[src/rtl/laser_tx_framer.sv]
// Byte-to-laser transmit framer: bytes are queued in a small FIFO and sent as start, 8 data bits LSB-first, stop.
// Bits advance on rising edges of the divider output; the divider is enabled only while a frame is in flight.
module laser_tx_framer #(
    parameter int DEPTH = 4
) (
    input  logic       clk_base,
    input  logic       reset,
    input  logic       bit_clk,
    input  logic [7:0] data_in,
    input  logic       data_valid,
    output logic       data_ready,
    output logic       divider_en,
    output logic       laser_out,
    output logic       busy,
    output logic       frame_done
);
    localparam int AW = $clog2(DEPTH);

    // state | meaning
    // IDLE  | laser off, waiting for a queued byte
    // ARM   | byte loaded, divider enabled, waiting for the first tick
    // START | start bit on the line
    // DATA  | data bits on the line; the tick after bit 7 drives the stop bit
    // STOP  | stop bit on the line; chains into the next frame if one is queued
    typedef enum logic [2:0] {IDLE, ARM, START, DATA, STOP} state_t;

    state_t      state_q;
    logic        bit_clk_q;
    logic [7:0]  shift_q;
    logic [3:0]  bit_cnt_q;
    logic        laser_q;
    logic        frame_done_q;
    logic [7:0]  mem_q [DEPTH];
    logic [AW:0] wr_ptr_q, rd_ptr_q;
    logic [AW:0] wr_ptr_d, rd_ptr_d;
    logic        tick, fifo_empty, fifo_full, push, pop;
    logic [7:0]  head;

    assign tick       = bit_clk & ~bit_clk_q;
    assign fifo_empty = (wr_ptr_q == rd_ptr_q);
    assign fifo_full  = (wr_ptr_q[AW] != rd_ptr_q[AW]) &&
                        (wr_ptr_q[AW-1:0] == rd_ptr_q[AW-1:0]);
    assign push       = data_valid & ~fifo_full;
    // Pops mirror the FSM loads: IDLE takes the head at once, STOP only on its closing tick.
    assign pop        = ~fifo_empty & ((state_q == IDLE) | ((state_q == STOP) & tick));
    assign head       = mem_q[rd_ptr_q[AW-1:0]];
    assign wr_ptr_d   = wr_ptr_q + {{AW{1'b0}}, push};
    assign rd_ptr_d   = rd_ptr_q + {{AW{1'b0}}, pop};

    always_ff @(posedge clk_base) begin
        if (push) begin
            mem_q[wr_ptr_q[AW-1:0]] <= data_in;
        end
    end

    always_ff @(posedge clk_base or posedge reset) begin
        if (reset) begin
            wr_ptr_q <= '0;
            rd_ptr_q <= '0;
        end else begin
            wr_ptr_q <= wr_ptr_d;
            rd_ptr_q <= rd_ptr_d;
        end
    end

    always_ff @(posedge clk_base or posedge reset) begin
        if (reset) begin
            state_q      <= IDLE;
            bit_clk_q    <= 1'b0;
            shift_q      <= '0;
            bit_cnt_q    <= '0;
            laser_q      <= 1'b0;
            frame_done_q <= 1'b0;
        end else begin
            bit_clk_q    <= bit_clk;
            frame_done_q <= 1'b0;
            case (state_q)
                IDLE: begin
                    if (!fifo_empty) begin
                        shift_q   <= head;
                        bit_cnt_q <= '0;
                        state_q   <= ARM;
                    end
                end
                ARM: begin
                    if (tick) begin
                        laser_q <= 1'b1;
                        state_q <= START;
                    end
                end
                START: begin
                    if (tick) begin
                        laser_q   <= shift_q[0];
                        shift_q   <= shift_q >> 1;
                        bit_cnt_q <= 4'd1;
                        state_q   <= DATA;
                    end
                end
                DATA: begin
                    if (tick) begin
                        if (bit_cnt_q == 4'd8) begin
                            laser_q <= 1'b0;
                            state_q <= STOP;
                        end else begin
                            laser_q   <= shift_q[0];
                            shift_q   <= shift_q >> 1;
                            bit_cnt_q <= bit_cnt_q + 4'd1;
                        end
                    end
                end
                STOP: begin
                    if (tick) begin
                        frame_done_q <= 1'b1;
                        if (!fifo_empty) begin
                            shift_q   <= head;
                            bit_cnt_q <= '0;
                            laser_q   <= 1'b1;
                            state_q   <= START;
                        end else begin
                            laser_q <= 1'b0;
                            state_q <= IDLE;
                        end
                    end
                end
                default: state_q <= IDLE;
            endcase
        end
    end

    assign data_ready = ~fifo_full;
    assign divider_en = (state_q != IDLE);
    assign busy       = (state_q != IDLE) | ~fifo_empty;
    assign laser_out  = laser_q;
    assign frame_done = frame_done_q;
endmodule

[config.mk]
export PLATFORM = sky130hd
export DESIGN_NAME = laser_tx_framer
export DESIGN_NICKNAME = d
export VERILOG_FILES = /design/src/rtl/laser_tx_framer.sv
export SDC_FILE = /design/constraint.sdc
export NUM_CORES = 1
export LEC_CHECK = 0
export CAP_MARGIN = 10
export CORE_ASPECT_RATIO = 1.25
export CORE_MARGIN = 2
export CORE_UTILIZATION = 40
export DETAILED_ROUTE_END_ITERATION = 12
export HOLD_SLACK_MARGIN = 0.12
export SLEW_MARGIN = 20
export SYNTH_ARGS = -nofsm -noshare
export SYNTH_HDL_FRONTEND = slang
export SYNTH_SLANG_ARGS = --single-unit
export TNS_END_PERCENT = 50
[constraint.sdc]
create_clock -name clk_base -period 2.27 [get_ports clk_base]
set_input_delay 0.454 -clock clk_base [delete_from_list [all_inputs] [get_ports clk_base]]
set_output_delay 0.454 -clock clk_base [all_outputs]
set_load 0.005 [all_outputs]
Word level (Yosys, flattened, before mapping)
Memory sizes are Yosys's and may differ from the RTL's.
Index checks and enable logic that the tools add are counted.
{"block": "totals", "latch_bits": 0, "rom_bits": 0, "output_inout_bits": 5, "memories": 1, "register_bits": 24, "ramBits": 32, "wordCells": 75}
{"memory": "mem_q", "depth": 4, "word_bits": 8, "read_ports": 1, "rd_ports_with_merged_regs": 0, "write_ports": 1, "line_no": "33", "text": "logic [7:0] mem_q [DEPTH];"}
{"block": "op_classes", "bitwise_logic": 9, "eq_ne": 15, "reduce_logical": 8, "n_div": 0, "multipliers": 0, "shift": 0, "n_addsub": 3, "n_mux": 31, "magnitude_cmp": 0}
{"cell": "$mux W8", "n": 5}
{"cell": "$pmux W8 S4", "n": 1}
{"cell": "$mux W4", "n": 5}
{"cell": "$mux W3", "n": 6}
{"cell": "$pmux W4 S4", "n": 1}
{"cell": "$pmux W3 S5", "n": 1}
{"cell": "$ne A2 B2 Y1 const B", "n": 7}
{"cell": "$mux W1", "n": 10}
{"cell": "$reduce_and A5 Y1", "n": 2}
{"cell": "$reduce_bool A4 Y1", "n": 2}
{"cell": "$add A3 B1 Y3", "n": 2}
{"cell": "$eq A3 B2 Y1 const B", "n": 2}
{"cell": "$reduce_and A6 Y1", "n": 1}
{"cell": "$add A4 B1 Y4 const B", "n": 1}
{"cell": "$and A1 B1 Y1", "n": 4}
{"cell": "$eq A4 B4 Y1 const B", "n": 1}
{"cell": "$pmux W1 S4", "n": 1}
{"cell": "$eq A3 B1 Y1 const B", "n": 1}
{"cell": "$eq A3 B3 Y1", "n": 1}
{"cell": "$eq A3 B3 Y1 const B", "n": 1}
{"cell": "$logic_not A3 Y1", "n": 1}
{"cell": "$not A1 Y1", "n": 3}
{"cell": "$reduce_bool A3 Y1", "n": 1}
{"cell": "$eq A2 B2 Y1", "n": 1}
{"cell": "4 further kinds", "n": 5}

Logic depth before layout (Yosys ltp)
{"block": "depth", "ltp_word": 6, "ltp_mapped": 8, "depth_no_buf": 7}

Least setup slack after synthesis
No wires, ideal clock.
{"block": "synth_path", "path_type": "reg2reg", "start": "register rd_ptr_q[1]", "end": "memory mem_q[2][0], enable pin", "synth_period_minus_slack_ns": 1.976, "n_path_buf": 1, "t_required_ns": 1.885, "stages_incl_launch_ff": 6, "arrival_ns": 1.591, "slack_ns": 0.294, "setup_ns": 0.385, "cell_sequence": "dfrtp_1 buf_4 xnor2_1 nand3b_1 nand2_1 nor3b_1"}
{"block": "synth_between", "elab_chain_cells": 6}
{"item": "from (decl)", "line_no": "34", "text": "logic [AW:0] wr_ptr_q, rd_ptr_q;"}
{"item": "from (signal assigned)", "line_no": "62", "text": "rd_ptr_q <= rd_ptr_d;"}
{"item": "$eq A2 B2 Y1", "line_no": "42", "text": "(wr_ptr_q[AW-1:0] == rd_ptr_q[AW-1:0]);"}
{"item": "$logic_and A1 B1 Y1", "line_no": "41", "text": "assign fifo_full = (wr_ptr_q[AW] != rd_ptr_q[AW]) &&"}
{"item": "$not A1 Y1"}
{"item": "net data_ready", "line_no": "11", "text": "output logic data_ready,"}
{"item": "$and A1 B1 Y1", "line_no": "43", "text": "assign push = data_valid & ~fifo_full;"}
{"item": "$mux W1", "line_no": "51", "text": "if (push) begin"}
{"item": "$mux W1 (not written as such)", "line_no": "52", "text": "mem_q[wr_ptr_q[AW-1:0]] <= data_in;"}
{"item": "to (decl)", "line_no": "33"}
The timed path passes the listed nets, and every way through them passes these cells.

Worst setup path after layout
{"block": "layout_path", "start": "register wr_ptr_q[0]", "end": "output port data_ready"}
{"block": "layout_between", "elab_chain_cells": 3}
{"item": "from (decl)", "line_no": "34"}
{"item": "from (signal assigned)", "line_no": "61", "text": "wr_ptr_q <= wr_ptr_d;"}
{"item": "$eq A2 B2 Y1", "line_no": "42"}
{"item": "$logic_and A1 B1 Y1", "line_no": "41"}
{"item": "$not A1 Y1", "line_no": "130", "text": "assign data_ready = ~fifo_full;"}
{"item": "to (decl)", "line_no": "11"}
Every way passes these cells.

==> results_dict.tcl <==
set metrics [dict create \
    max_clock_freq_ghz 0.463 \
    grt_first_pass_wirelength_um 7220 \
    hold_class "in -> async" \
    netlist_area_mm2 0.00246 \
    path_clk_slew_ps 100 \
    htree_levels 2 \
    fin_ws_ps 109 \
    pwr_density_cell_mw_per_mm2 1200 \
    synthCells 170 \
    nFillCells 520 \
    synthTopCellsByArea "edfxtp_1 39%, dfrtp_1 24%, mux4_1 7.5%" \
    clock_sinks 56 \
    ant_nets 0 \
    insertion_delay_ps 300 \
    muxShareOfSynthArea_pct 12.5 \
    synth-xor-area-share_pct 1.78 \
    routed_wl_um 4260 \
    antenna_found_initial 0 \
    r2r_cells 5 \
    avgSynthCellArea_um2 14.5 \
    rows 32 \
    fp.dieH_um 91.8 \
    r2r_setup_slack_ps 340 \
    firstDrtPassIters 6 \
    yosysWarningCount 0 \
    r2r_end "shift_q[6]" \
    drcViolationCount 0 \
    synth.top_cell.area_share_pct 39.0 \
    hold_buffers 0 \
    core_area_mm2 0.00605 \
    drt-vias-per-instance 5.05 \
    syn2layout_area_growth_pct 19.2 \
    ys_ff_latch 56 \
    synth_edf_count 32 \
    cp.arrival_ps 1710 \
    tritoncts "built" \
    yosys.area_share.simple_pct 10.8 \
    peakVddDrop_mv 0.471 \
    dp_hpwl_um 3080 \
    cp-end-kind "output pin" \
    seqCellArea_mm2 0.00156 \
    grt_usage_pct 14.1 \
    synth_ff_type "edfxtp_1" \
    post-route-min-period_ps 2160 \
    status "complete, no violations" \
    yosysSeqAreaShare_pct 63.4 \
    clock-skew-final_ps 7.48 \
    diodes 0 \
    slew_headroom_pct 64.7 \
    synth_cell_type_count 40 \
    maxCapViolations 0 \
    fin_nets 220 \
    ios 17 \
    routedWlPerCell_um 14.8 \
    rsz0062_at_grt "no" \
    numCtsBuffers 5 \
    dieArea_mm2 0.00681 \
    yosys.area_share.adder_pct 3.05 \
    p_leak_nw 1.20 \
    multi_input_area_um2 861 \
    r2r-start "wr_ptr_q[0]" \
    die_x_um 74.2 \
    async_flop_share_pct 42.9 \
    grt_start_max_net_pins 25 \
    syn_nets 188 \
    gp_congestion 0.871 \
    grt.overflow.total 0 \
    post_route_cells_drive_above_1_share_pct 18.7 \
    max_slew.worst_pin.slew_ps 529 \
    fin_setup_tns_ps 0 \
    synth_top_family_by_area "multiplexers" \
    cp-start-kind "register" \
    crit_fanout 6 \
    initial_utilization_pct 40.8 \
    root_buffer "clkbuf_8" \
    finalCritPeriodShare_pct 95.2 \
    slew_violations 0 \
    io_buffers 16 \
    cp.required_ps 1820 \
    synth_compound_area_share_pct 5.89 \
    synth_top_cell_by_area "edfxtp_1" \
    setup_viol 0 \
    grt_pass1_vias 1537 \
    preCtsSetupSlack_ps 89.3 \
    clockBufferDepth 2 \
    worstSetupPathType "reg -> out" \
    finalHoldViolCount 0 \
    dr.first_iter.drc_count 54 \
    vias 1454 \
]
## cell usage in the layout, fill, tap and decap left out, types with 4 or more instances in the layout
| cell type | instances |
|---|---|
| a21oi_1 | 4 |
| buf_4 | 17 |
| clkbuf_8 | 5 |
| clkdlybuf4s50_1 | 15 |
| dfrtp_1 | 23 |
| edfxtp_1 | 32 |
| ha_1 | 6 |
| inv_1 | 4 |
| mux2_4 | 6 |
| mux4_1 | 7 |
| nand2_1 | 29 |
| nand3_1 | 5 |
| o21ai_0 | 5 |
## how the worst max path moves through the flow
stage                     start     endpoint  slack [ps]  cells past startpoint
global placement        bit_clk   shift_q[6]         160                      5
detailed placement      bit_clk   shift_q[6]          90                      5
global route        wr_ptr_q[1]   data_ready          20                      4
CTS                 wr_ptr_q[0]   data_ready         100                      4
floorplan           rd_ptr_q[1]  mem_q[2][0]         290                      5
finish              wr_ptr_q[0]   data_ready         110                      4
## through the flow
stage / instance area, um2 / std cells / utilization (%) / power [mW] / hold WS (ps)
finish: 2940 / 288 / 48.6 / 3.52 / 484
CTS: 2940 / 288 / 48.6 / 3.56 / 491
global placement: 2800 / 279 / 46.3 / 2.81 / 480
detailed placement: 2800 / 279 / 46.3 / 2.88 / 477
floorplan: 2460 / 170 / - / 2.43 / 462
global route: 2940 / 288 / 48.6 / 3.77 / 523
## per-layer routing
layer | GRT usage, % | up-vias | routed length, um
li1 | - | 698 | -
met1 | 17.1 | 722 | 1830
met2 | 24.0 | 25 | 2240
met3 | 2.97 | 9 | 104
met4 | 5.95 | 0 | 93
met5 | 0 | - | 0
## cell families after synthesis
group / after synthesis
muxes: 15
xor gates and xnor gates: 5
AOI/OAI and AO/OA: 21
and+or+nand+nor: 55
DFF: 56
buffers and inverters: 12
adders and majority gates: 6
## synth_stat cells (2+ instances only)
cell,count
clkbuf_1,4
nand2b_1,3
xor2_1,2
nor2_1,3
nor2b_1,2
ha_1,6
a211o_1,2
buf_6,2
nand2_1,29
xnor2_1,3
nor3b_1,3
mux2_4,6
o21a_1,2
a21oi_1,4
edfxtp_1,32
o21ai_0,5
mux4_1,7
and3_1,2
or2_2,2
inv_1,4
nand3_1,5
dfrtp_1,24
## cell type report
| cell class | instances | area share [%] |
|---|---|---|
| sequential | 56 | 53.2 |
| multi-input combinational | 102 | 29.3 |
| timing repair buffer | 33 | 9.75 |
| tap | 85 | 3.62 |
| clock buffer | 5 | 2.34 |
| clock inverter | 3 | 1.28 |
| inverter | 4 | 0.511 |
## critical path, cell delays in order, from the launching register on
cell and delay (ps):
dfrtp_1 470, xnor2_2 170, buf_4 140, nand3b_1 110, clkdlybuf4s50_1 510
## report_power, final
part / internal [mW] / total, mW / switching [mW]
clock: 0.322 / 0.625 / 0.303
combinational: 0.704 / 1.34 / 0.632
sequential: 1.38 / 1.56 / 0.176
## repair_timing
action / CTS / global route
gates resized for setup: 5 / 0
buffers inserted: 1 / 0
setup endpoints to repair: 1 / 0
## registers in the layout, indices dropped and copies added (netlist names)
name	flops
bit_cnt_q	4
rd_ptr_q	3
frame_done	1
bit_clk_q	1
state_q	3
laser_out	1
shift_q	8
wr_ptr_q	3
mem_q	32
Note: power is estimated with default switching activity, not from simulation.
==> RTL edit 1, RTL diff (config.mk and constraints unchanged) <==
Make the reset (`reset`) synchronous in 2 clocked blocks.
--- a/src/rtl/laser_tx_framer.sv
+++ b/src/rtl/laser_tx_framer.sv
@@ -54,5 +54,5 @@
     end
 
-    always_ff @(posedge clk_base or posedge reset) begin
+    always_ff @(posedge clk_base) begin
         if (reset) begin
             wr_ptr_q <= '0;
@@ -64,5 +64,5 @@
     end
 
-    always_ff @(posedge clk_base or posedge reset) begin
+    always_ff @(posedge clk_base) begin
         if (reset) begin
             state_q      <= IDLE;
Function: differs if reset is asserted again (counterexample within 4 cycles, from zero or initial values and one cycle with reset high); with reset held inactive, the same outputs for 10 cycles.
==> RTL edit 1 against the original RTL <==
Combinational power is 24% lower; total power is 18% lower; register-to-register slack worse by 0.14 ns; cell area is 1.5% higher; synthesized area is 2.8% higher; clock skew hardly changed; sequential power is 18% lower; setup slack worse by 0.0055 ns; sequential share of layout area is 4.8 points lower; sequential cell count stayed put; routed wire length is 12% higher; count of clock-buffer cells in the layout stayed put; final cell count is 8.3% higher; global-route usage is 1.1 points higher.
==> RTL edit 1: results (changes against the original RTL) <==
----------------------------------------------------
[Status]
  Result of the run ... finished clean (unchanged)

[Logic synthesis]
  Post-Syn Instances ... 199 (was 170)
  Share of synthesized area occupied by flip-flops and latches ... 56.9% (was 63.4%)
  Leading cell types by count after synthesis ... 32 x sky130_fd_sc_hd__edfxtp_1, 24 x sky130_fd_sc_hd__dfxtp_1, 21 x sky130_fd_sc_hd__nand2_1 (was 32 x sky130_fd_sc_hd__edfxtp_1, 29 x sky130_fd_sc_hd__nand2_1, 24 x sky130_fd_sc_hd__dfrtp_1)
  Number of different library cells in the post-synthesis netlist ... 46 (was 40)
  Total nets after synthesis ... 217 (was 188)
  Main area contributors after synthesis ... sky130_fd_sc_hd__edfxtp_1 38%, sky130_fd_sc_hd__dfxtp_1 19%, sky130_fd_sc_hd__mux4_2 7.1%, sky130_fd_sc_hd__nand2_1 3.1%, sky130_fd_sc_hd__ha_1 3.0% (was sky130_fd_sc_hd__edfxtp_1 39%, sky130_fd_sc_hd__dfrtp_1 24%, sky130_fd_sc_hd__mux4_1 7.5%, sky130_fd_sc_hd__nand2_1 4.4%, sky130_fd_sc_hd__mux2_4 3.7%)

[Route]
  Via/cell ratio ... 5.31 (was 5.05)
  Vias ... 1658 (was 1454)

[Global routing]
  Largest net degree at the start of global routing ... 21 (was 25)
  Number of global-route vias before repair ... 1611 (was 1537)
  Gr usage total ... 15.3% (was 14.1%)

[Timing]
  Worst clock skew on the final layout ... 0.00751 ns (was 0.00748 ns)

[Power and ir drop]
  Static leakage ... 1.05 nW (was 1.20 nW)
  Sequential power share ... 44.5% (was 44.2%)
  Net switching power of the design ... 970 uW (was 1.11 mW)
  Power dissipated in the clock network ... 578 uW (was 625 uW)
  Total power density per cell area ... 965 nW/um^2 (was 1200 nW/um^2)
  Maximum vdd ir drop ... 0.543 mV (was 0.471 mV)

[Placement]
  Placed inst area ... 2880 um^2 (was 2800 um^2)
  Worst slack at placement ... -0.0857 ns (was 0.0893 ns)
  Final RePlAce weighted congestion ... 0.820 (was 0.871)
  Detailed-placement wirelength estimate ... 3320 um (was 3080 um)

[Setup path]
  Family of cells with the greatest summed delay on the critical path ... simple AND/OR/NAND/NOR gates (was buffers and inverters)
  Biggest cell delay along the critical path ... 0.44 ns (was 0.51 ns)

[Finish]
  Share of cells above drive strength 1 ... 19.4% (was 18.7%)
  Count of nets after finishing ... 244 (was 220)

[Clock network]
  Post-CTS Repair Setup Buffers ... 0 (was 1)

----------------------------------------------------
-- RTL edit 1: cell types whose count changed in the layout (fill, tap and decap cells not counted), moves of 8 or more --
cell                      before  now
sky130_fd_sc_hd__dfrtp_1      23    0
sky130_fd_sc_hd__nand2_1      29   21
sky130_fd_sc_hd__a31oi_1       0    9
sky130_fd_sc_hd__dfxtp_1       0   22
-- RTL edit 1: cells by family after synthesis --
family,Yosys count,share of synthesized area (%)
and+or+nand+nor,62,13.7
adders and majority gates,6,2.96
buffers and inverters,16,2.96
DFF,56,56.9
muxes,8,7.11
xor gates and xnor gates,7,3.31
AOI/OAI and AO/OA,44,13.0
-- RTL edit 1: routing by layer --
metal  part of all wire (%)  wire length (um)  GRT usage (%)
met2                     50              2390           24.2
met1                     45              2140           20.4
met5                      0                 0              0
met4                    2.2               107           5.70
met3                    2.7               129           3.34
-- RTL edit 1: final timing paths --
path | endpoint | from | depth (start not counted) | slack (ns)
hold reg to reg | shift_q[4] | shift_q[5] | 2 | 0.48
setup reg to reg | shift_q[0] | bit_cnt_q[0] | 7 | 0.20
hold / removal | shift_q[4] | shift_q[5] | 2 | 0.48
setup / recovery | busy | state_q[2] | 3 | 0.10
-- RTL edit 1: repair_timing --
item / CTS / global route
pin swaps: 0 / 0
gates resized for setup: 1 / 2
endpoints found under the setup margin: 1 / 1
-- RTL edit 1: final cells by class --
type	count	area, um^2
Sequential cell	56	1440
Timing Repair Buffer	33	300
Multi-Input combinational cell	127	1020
Inverter	3	11.3
Fill cell	587	3180
Clock inverter	3	28.8
Clock buffer	5	68.8
Tap cell	85	106
==> RTL edit 2, RTL diff (same flow settings) <==
Without the edit above. Set the parameter `DEPTH` to 16 (it was 4).
--- a/src/rtl/laser_tx_framer.sv
+++ b/src/rtl/laser_tx_framer.sv
@@ -2,5 +2,5 @@
 // Bits advance on rising edges of the divider output; the divider is enabled only while a frame is in flight.
 module laser_tx_framer #(
-    parameter int DEPTH = 4
+    parameter int DEPTH = 16
 ) (
     input  logic       clk_base,
Function: changed (a bounded check fails within 10 cycles, from zero or initial values and one cycle with reset high).
==> RTL edit 2 against the original RTL <==
Synthesized cell count grew 140%; setup slack barely moved; total power increased to 2.8 times the old value; routed wire length grew to 3.1 times the old value; synthesized area grew to 2.6 times the old value; sequential cell count up 100; sequential share of layout area is 5.6 points higher; clock power increased to 4.4 times the old value; cell area grew to 2.6 times the old value; largest power group unchanged.
==> RTL edit 2: results (changes against the original RTL) <==
----------------------------------------------------
[Status]
  Result of the run ... finished clean (unchanged)

[Timing]
  Transition time at the pin with the least slew margin ... 0.682 ns (was 0.529 ns)
  Worst clock skew on the final layout ... 0.00533 ns (was 0.00748 ns)

[Route]
  Drt initial violations ... 331 (was 54)
  Via/cell ratio ... 5.27 (was 5.05)
  First drt pass iteration count ... 5 (was 6)

[Logic synthesis]
  Leading cell types by count after synthesis ... 128 x sky130_fd_sc_hd__edfxtp_1, 28 x sky130_fd_sc_hd__dfrtp_1, 21 x sky130_fd_sc_hd__nor2_1 (was 32 x sky130_fd_sc_hd__edfxtp_1, 29 x sky130_fd_sc_hd__nand2_1, 24 x sky130_fd_sc_hd__dfrtp_1)
  Main area contributors after synthesis ... sky130_fd_sc_hd__edfxtp_1 59%, sky130_fd_sc_hd__dfrtp_1 11%, sky130_fd_sc_hd__mux4_2 5.9%, sky130_fd_sc_hd__mux2i_1 3.1%, sky130_fd_sc_hd__a211oi_1 1.6% (was sky130_fd_sc_hd__edfxtp_1 39%, sky130_fd_sc_hd__dfrtp_1 24%, sky130_fd_sc_hd__mux4_1 7.5%, sky130_fd_sc_hd__nand2_1 4.4%, sky130_fd_sc_hd__mux2_4 3.7%)
  Number of different library cells in the post-synthesis netlist ... 43 (was 40)
  Total nets after synthesis ... 428 (was 188)
  Share of synthesized area occupied by flip-flops and latches ... 70.2% (was 63.4%)
  Number of enable-type register cells in the synthesized netlist ... 128 (was 32)

[Global routing]
  Number of global-route vias before repair ... 3786 (was 1537)
  Gr usage total ... 16.4% (was 14.1%)

[Finish]
  Number of fill cells in the layout ... 1422 (was 520)
  Count of nets after finishing ... 480 (was 220)
  Post-route insts no fill ... 689 (was 288)

[Clock network]
  Deepest level of the CTS H-tree ... 4 (was 2)
  Number of clock buffers inserted by TritonCTS ... 17 (was 5)
  Root buf cell ... sky130_fd_sc_hd__clkbuf_16 (was sky130_fd_sc_hd__clkbuf_8)
  Clock latency reported for the late side of the worst-skew pair ... 0.42 ns (was 0.30 ns)

[Power and ir drop]
  Total power density per cell area ... 1280 nW/um^2 (was 1200 nW/um^2)

[Placement]
  Final RePlAce weighted congestion ... 0.768 (was 0.871)

[Setup path]
  Slowest library cell on the worst path ... sky130_fd_sc_hd__dfrtp_1 (was sky130_fd_sc_hd__clkdlybuf4s50_1)
  Biggest cell delay along the critical path ... 0.41 ns (was 0.51 ns)

----------------------------------------------------
[RTL edit 2: cell types whose count changed after synthesis, sizes merged, moves of 9 or more]
cell | unedited run | this run
edfxtp | 32 | 128
mux2i | 0 | 20
nand2 | 29 | 11
nor2 | 3 | 21
a211oi | 0 | 14
nor2b | 2 | 14
buf | 4 | 14
mux4 | 8 | 17
o21ai | 5 | 14
o31ai | 1 | 10
[RTL edit 2: what timing repair did]
item | CTS | global route
pin swaps | 4 | 1
endpoints found under the hold margin | 0 | 0
setup endpoints to repair | 2 | 2
gates resized for setup | 6 | 2
setup buffers | 1 | 0
[RTL edit 2: power by group]
group	leakage [nW]	internal (mW)	switching, mW	total, mW
sequential	1.50	3.56	0.220	3.78
clock	0.277	1.71	1.07	2.78
combinational	0.937	1.52	1.85	3.36
total	2.71	6.78	3.14	9.93
[RTL edit 2: worst paths after layout]
path / end / cells past startpoint / slack, ns / startpoint
setup / recovery: rd_ptr_q[4] / 9 / 0.11 / rd_ptr_q[2]
hold / removal: wr_ptr_q[4] / 3 / 0.40 / reset
setup reg to reg: rd_ptr_q[4] / 9 / 0.11 / rd_ptr_q[2]
hold reg to reg: rd_ptr_q[4] / 1 / 0.50 / rd_ptr_q[4]
max in group asynchronous: rd_ptr_q[1] / 3 / 1.58 / reset
min in group clk_base: rd_ptr_q[4] / 1 / 0.50 / rd_ptr_q[4]
[RTL edit 2: kinds of logic after synthesis]
family | count (synthesis) | synth area share, %
AO/OA/AOI/OAI | 72 | 7.48
AND/OR/NAND/NOR | 96 | 7.96
multiplexers | 39 | 9.35
buffers and inverters | 30 | 2.36
flip-flops | 156 | 70.2
adder cells (fa/ha/maj) | 6 | 1.16
XOR/XNOR | 11 | 1.49
[RTL edit 2: cell type report]
type | count | share of cell area, %
Sequential cell | 156 | 58.8
Multi-Input combinational cell | 224 | 23.4
Inverter | 4 | 0.194
Clock buffer | 18 | 5.55
Timing Repair Buffer | 59 | 6.69
Tap cell | 216 | 3.49
Clock inverter | 12 | 1.92
[RTL edit 2: metal layers]
metal	wire length (um)	part of all wire, %	vias to the layer above	global-route usage [%]
met5	0	0	-	0
met4	248	1.9	0	6.39
met3	499	3.7	21	4.30
met2	6860	51	65	27.6
met1	5740	43	1841	20.3
li1	-	-	1706	-
[RTL edit 2: worst reg2reg max path: cells and delay by family, from the launching register on]
family	cells	cell delay, ns
AND/OR/NAND/NOR	4	0.77
adder cells (fa/ha/maj)	2	0.42
flip-flops	1	0.41
XOR/XNOR	2	0.32
buffers and inverters	1	0.17
